`src/rtl/ctrl_pipe.sv`:
```
// Control pipeline: carries decoded control through ID/EX, EX/MEM and MEM/WB, with load-use stall and redirect flush.
// Optional performance counters are enabled by defining CTRL_PIPE_PERF_EN.
module ctrl_pipe #(
   parameter int RD_W  = 5,
   parameter int CNT_W = 16
) (
   input  logic            clk,
   input  logic            rst,
   input  logic            id_valid,
   input  logic [1:0]      id_ALUop,
   input  logic            id_ALUsrc,
   input  logic            id_LUIorAUIPC,
   input  logic [1:0]      id_Jump,
   input  logic            id_MemRead,
   input  logic            id_MemWrite,
   input  logic            id_RegWrite,
   input  logic [1:0]      id_MemToReg,
   input  logic [RD_W-1:0] id_rd,
   input  logic [RD_W-1:0] id_rs1,
   input  logic [RD_W-1:0] id_rs2,
   input  logic            ex_redirect,
   output logic [1:0]      ex_ALUop,
   output logic            ex_ALUsrc,
   output logic            ex_LUIorAUIPC,
   output logic [1:0]      ex_Jump,
   output logic            ex_MemRead,
   output logic [RD_W-1:0] ex_rd,
   output logic            mem_MemRead,
   output logic            mem_MemWrite,
   output logic            mem_RegWrite,
   output logic [1:0]      mem_MemToReg,
   output logic [RD_W-1:0] mem_rd,
   output logic            wb_RegWrite,
   output logic [1:0]      wb_MemToReg,
   output logic [RD_W-1:0] wb_rd,
   output logic            pc_write,
   output logic            ifid_write,
   output logic            ifid_flush
`ifdef CTRL_PIPE_PERF_EN
   ,
   output logic [CNT_W-1:0] stall_count,
   output logic [CNT_W-1:0] flush_count
`endif
);

   logic [1:0]      r_ex_ALUop;
   logic            r_ex_ALUsrc;
   logic            r_ex_LUIorAUIPC;
   logic [1:0]      r_ex_Jump;
   logic            r_ex_MemRead;
   logic            r_ex_MemWrite;
   logic            r_ex_RegWrite;
   logic [1:0]      r_ex_MemToReg;
   logic [RD_W-1:0] r_ex_rd;

   logic            r_mem_MemRead;
   logic            r_mem_MemWrite;
   logic            r_mem_RegWrite;
   logic [1:0]      r_mem_MemToReg;
   logic [RD_W-1:0] r_mem_rd;

   logic            r_wb_RegWrite;
   logic [1:0]      r_wb_MemToReg;
   logic [RD_W-1:0] r_wb_rd;

   logic w_load_use;
   logic w_flush;
   logic w_stall;
   logic w_bubble;

   // x0 is never a real dependency, so a load targeting it cannot stall
   assign w_load_use = id_valid & r_ex_MemRead & (r_ex_rd != '0) &
                       ((r_ex_rd == id_rs1) | (r_ex_rd == id_rs2));
   assign w_flush    = ex_redirect;
   assign w_stall    = w_load_use & ~w_flush;
   assign w_bubble   = w_flush | w_stall | ~id_valid;

   assign pc_write   = ~w_stall;
   assign ifid_write = ~w_stall;
   assign ifid_flush = w_flush;

   // Bubble path uses constants only, so unknown decoder outputs never enter EX
   always_ff @(posedge clk) begin
      if (rst || w_bubble) begin
         r_ex_ALUop      <= 2'b00;
         r_ex_ALUsrc     <= 1'b0;
         r_ex_LUIorAUIPC <= 1'b0;
         r_ex_Jump       <= 2'b00;
         r_ex_MemRead    <= 1'b0;
         r_ex_MemWrite   <= 1'b0;
         r_ex_RegWrite   <= 1'b0;
         r_ex_MemToReg   <= 2'b00;
         r_ex_rd         <= '0;
      end else begin
         r_ex_ALUop      <= id_ALUop;
         r_ex_ALUsrc     <= id_ALUsrc;
         r_ex_LUIorAUIPC <= id_LUIorAUIPC;
         r_ex_Jump       <= id_Jump;
         r_ex_MemRead    <= id_MemRead;
         r_ex_MemWrite   <= id_MemWrite;
         r_ex_RegWrite   <= id_RegWrite;
         r_ex_MemToReg   <= id_MemToReg;
         r_ex_rd         <= id_rd;
      end
   end

   always_ff @(posedge clk) begin
      if (rst) begin
         r_mem_MemRead  <= 1'b0;
         r_mem_MemWrite <= 1'b0;
         r_mem_RegWrite <= 1'b0;
         r_mem_MemToReg <= 2'b00;
         r_mem_rd       <= '0;
         r_wb_RegWrite  <= 1'b0;
         r_wb_MemToReg  <= 2'b00;
         r_wb_rd        <= '0;
      end else begin
         r_mem_MemRead  <= r_ex_MemRead;
         r_mem_MemWrite <= r_ex_MemWrite;
         r_mem_RegWrite <= r_ex_RegWrite;
         r_mem_MemToReg <= r_ex_MemToReg;
         r_mem_rd       <= r_ex_rd;
         r_wb_RegWrite  <= r_mem_RegWrite;
         r_wb_MemToReg  <= r_mem_MemToReg;
         r_wb_rd        <= r_mem_rd;
      end
   end

   assign ex_ALUop      = r_ex_ALUop;
   assign ex_ALUsrc     = r_ex_ALUsrc;
   assign ex_LUIorAUIPC = r_ex_LUIorAUIPC;
   assign ex_Jump       = r_ex_Jump;
   assign ex_MemRead    = r_ex_MemRead;
   assign ex_rd         = r_ex_rd;
   assign mem_MemRead   = r_mem_MemRead;
   assign mem_MemWrite  = r_mem_MemWrite;
   assign mem_RegWrite  = r_mem_RegWrite;
   assign mem_MemToReg  = r_mem_MemToReg;
   assign mem_rd        = r_mem_rd;
   assign wb_RegWrite   = r_wb_RegWrite;
   assign wb_MemToReg   = r_wb_MemToReg;
   assign wb_rd         = r_wb_rd;

`ifdef CTRL_PIPE_PERF_EN
   logic [CNT_W-1:0] r_stall_count;
   logic [CNT_W-1:0] r_flush_count;

   // Counters wrap naturally at 2^CNT_W
   always_ff @(posedge clk) begin
      if (rst) begin
         r_stall_count <= '0;
         r_flush_count <= '0;
      end else begin
         if (w_stall) r_stall_count <= r_stall_count + 1'b1;
         if (w_flush) r_flush_count <= r_flush_count + 1'b1;
      end
   end

   assign stall_count = r_stall_count;
   assign flush_count = r_flush_count;
`endif

endmodule

```
`config.mk`:
```
export PLATFORM = sky130hd
export DESIGN_NAME = ctrl_pipe
export DESIGN_NICKNAME = d
export VERILOG_FILES = /design/src/rtl/ctrl_pipe.sv
export SDC_FILE = /design/constraint.sdc
export NUM_CORES = 1
export LEC_CHECK = 0
export CORE_MARGIN = 2
export CORE_UTILIZATION = 59
export CTS_BUF_LIST = sky130_fd_sc_hd__clkbuf_16
export CTS_CLUSTER_DIAMETER = 120
export DETAILED_ROUTE_END_ITERATION = 10
export DONT_BUFFER_PORTS = 1
export GPL_TIMING_DRIVEN = 0
export PLACE_DENSITY = 0.82
export SLEW_MARGIN = 20
export SYNTH_ARGS = -nofsm -noshare
export SYNTH_HDL_FRONTEND = slang
export SYNTH_SLANG_ARGS = --single-unit
```
`constraint.sdc`:
```
create_clock -name clk -period 3.45 [get_ports clk]
set_input_delay 1.035 -clock clk [delete_from_list [all_inputs] [get_ports clk]]
set_output_delay 1.035 -clock clk [all_outputs]
set_load 0.01 [all_outputs]
```
==> flow_summary.json <==
{
  "outcome": "complete, no violations",
  "clock_skew_ns": 0.00456,
  "critical_path_peak_fanout": 10,
  "synth_mux_area_frac": 0,
  "post_cts_resized": 1,
  "die_w_um": 49.9,
  "hold_path_depth": 1,
  "crit_start": "id_rs1[4]",
  "period_share": 0.968,
  "place_area_mm2": 0.00128,
  "ctsLongestPathBuffers": 2,
  "cts_max_level": 2,
  "grt.total_usage": 0.216,
  "grt-ovfl-total": 0,
  "grt_max_degree": 11,
  "syn_avg_cell_area_um2": 11.0,
  "timing_hold_violations_final": 0,
  "synth_top_family_by_area": "simple AND/OR/NAND/NOR gates",
  "synth_compound_area_frac": 0.110,
  "std_cell_rows": 16,
  "dr_wl_met2_um": 1180,
  "reg2reg_depth": 5,
  "wl_per_cell_um": 16.0,
  "core-area_mm2": 0.00198,
  "setup_tns_ns": 0,
  "num_vias": 828,
  "route.met3.wl_um": 245,
  "setup_violations": 0,
  "hold_path_class": "reg -> reg",
  "top_layer_used": "met4",
  "n_antenna_cell": 0,
  "netlist_area_mm2": 0.00124,
  "irDropWorstVdd_mv": 0.412,
  "insertion_delay_ns": 0.27,
  "maxClockFrequency_ghz": 0.300,
  "synth_cells": 113,
  "synth_nets": 143,
  "path_clk_slew_ns": 0.05,
  "cts_tree": "done",
  "synthSimpleGateAreaFrac": 0.217,
  "cts_buffers": 5,
  "antenna_left": 0,
  "finalWorstPathRequiredPeriod_ns": 3.34,
  "drc": 0,
  "yosysTopAreaCell": "dfxtp_1",
  "wirelength_um": 2370,
  "final_cell_area_mm2": 0.00143,
  "synth_warnings": 0,
  "total_power_mw": 0.855,
  "layout-drive-gt1-share": 0.174,
  "dr.pass1.iters": 5,
  "clockRootBuffer": "clkbuf_16",
  "antenna_found_initial": 0,
  "synth_top_flop_cell": "dfxtp_1",
  "worstSetupStartpointType": "input pin",
  "tightest_slew_ns": 0.433,
  "yosysSeqAreaShare": 0.547,
  "die-area_mm2": 0.00249,
  "min_from": "r_ex_MemToReg[0]",
  "gp_congestion": 0.715,
  "holdPathEnd": "mem_MemToReg[0]",
  "r2r_start": "ex_rd[2]",
  "area_growth_pct": 14.6,
  "rsz0062_at_grt": "no",
  "required_ns": 2.41,
  "arrival_ns": 2.30,
  "synthArstFlopShare": 0,
  "layout_common_cells": "dfxtp_1 (34), nor2b_1 (19), nand3b_1 (17)",
  "wl_met1_um": 910,
  "cp-end-kind": "output port",
  "start_util": 0.628,
  "post_cts_buffers": 0,
  "die_y_um": 49.9,
  "p_leak_nw": 0.520,
  "slew-limit-headroom": 0.711,
  "io_pins": 63,
  "synth_edf_count": 0,
  "synth_fa_ha_area_frac": 0,
  "via_per_inst": 5.59,
  "ys_seq_elements": 34,
  "drv_slew": 0,
  "yosys.area_share.xor_xnor": 0.0704,
  "fin_nets": 150,
  "io_buffers": 0,
  "cellPowerDensity_mw_per_mm2": 600,
  "yosys-top-cells-area": "dfxtp_1 (55%), nand3b_1 (10%), nor2b_1 (9.5%)",
  "clock-sinks": 34,
  "grt_pass1_vias": 874,
  "r2r_end": "r_ex_MemToReg[0]",
  "hpwl_um": 1730,
  "synth_top_area_frac": 0.547,
  "regToRegSetupSlack_ns": 1.85,
  "hold_buffers": 0,
  "first_iter_violations": 9,
  "critPathKind": "in -> out",
  "layout_commonest_cell": "dfxtp_1",
  "grt_pass1_wl_um": 3880,
  "synth_cell_types": 16,
  "maxCapViolCount": 0
}
## flip-flops by register name, summed over array words and instances (netlist names)
signal         cells
ex_rd              5
mem_rd             5
wb_rd              5
ex_ALUop           2
ex_Jump            2
mem_MemToReg       2
r_ex_MemToReg      2
wb_MemToReg        2
ex_ALUsrc          1
ex_LUIorAUIPC      1
ex_MemRead         1
mem_MemRead        1
mem_MemWrite       1
mem_RegWrite       1
r_ex_MemWrite      1
r_ex_RegWrite      1
wb_RegWrite        1
## final cells by class
| class | count | area [um2] |
|---|---|---|
| Buffer | 10 | 72.6 |
| Clock buffer | 5 | 125 |
| Clock inverter | 3 | 12.5 |
| Fill cell | 149 | 556 |
| Multi-Input combinational cell | 69 | 502 |
| Sequential cell | 34 | 681 |
| Tap cell | 27 | 33.8 |
## critical path: stages
cell and delay, ns:
xnor2_1 0.14, nand3_1 0.18, o22ai_4 0.32, buf_4 0.26, nand3b_1 0.17, buf_4 0.19
## report_power, final
part,internal (mW),switching (mW),leakage [nW]
Combinational,0.0196,0.0213,0.172
Clock,0.260,0.145,0.0724
Sequential,0.401,0.00859,0.276
## routing by layer
layer / vias up / global-route usage
met4: 0 / 0.0972
met3: 7 / 0.121
met5: - / 0
met2: 53 / 0.356
met1: 381 / 0.222
li1: 387 / -
## kinds of logic (layout without fill, tap and decap cells)
kind of cell    after synthesis  count (layout)
simple gates                 41              41
flops                        34              34
compound gates               18              18
xor+xnor                     10              10
buf+inv                      10              18
## stage by stage
step           std cells  hold WS, ns   util  worst slack (ns)
3_5_place_dp         140        0.422  0.645          0.000414
3_3_place_gp         140        0.419  0.645            0.0480
6_report             148        0.434  0.720             0.112
5_1_grt              148        0.467  0.720            0.0141
4_1_cts              148        0.436  0.716            0.0904
2_1_floorplan        113        0.414      -             0.218
## Yosys cell counts, types with 2 or more instances
library cell  count
a21oi_1           7
a21oi_2           9
buf_4             2
clkbuf_1          5
dfxtp_1          34
nand2_1           2
nand3_1           2
nand3b_1         17
nor2b_1          19
xnor2_1          10
## how the worst max path moves through the flow
stage | to | cells after the start
final | pc_write | 6
after global routing | pc_write | 6
after CTS | pc_write | 6
after detailed placement | pc_write | 6
after global placement | pc_write | 6
after floorplan | pc_write | 6
Power figures use the tool's default switching activity.
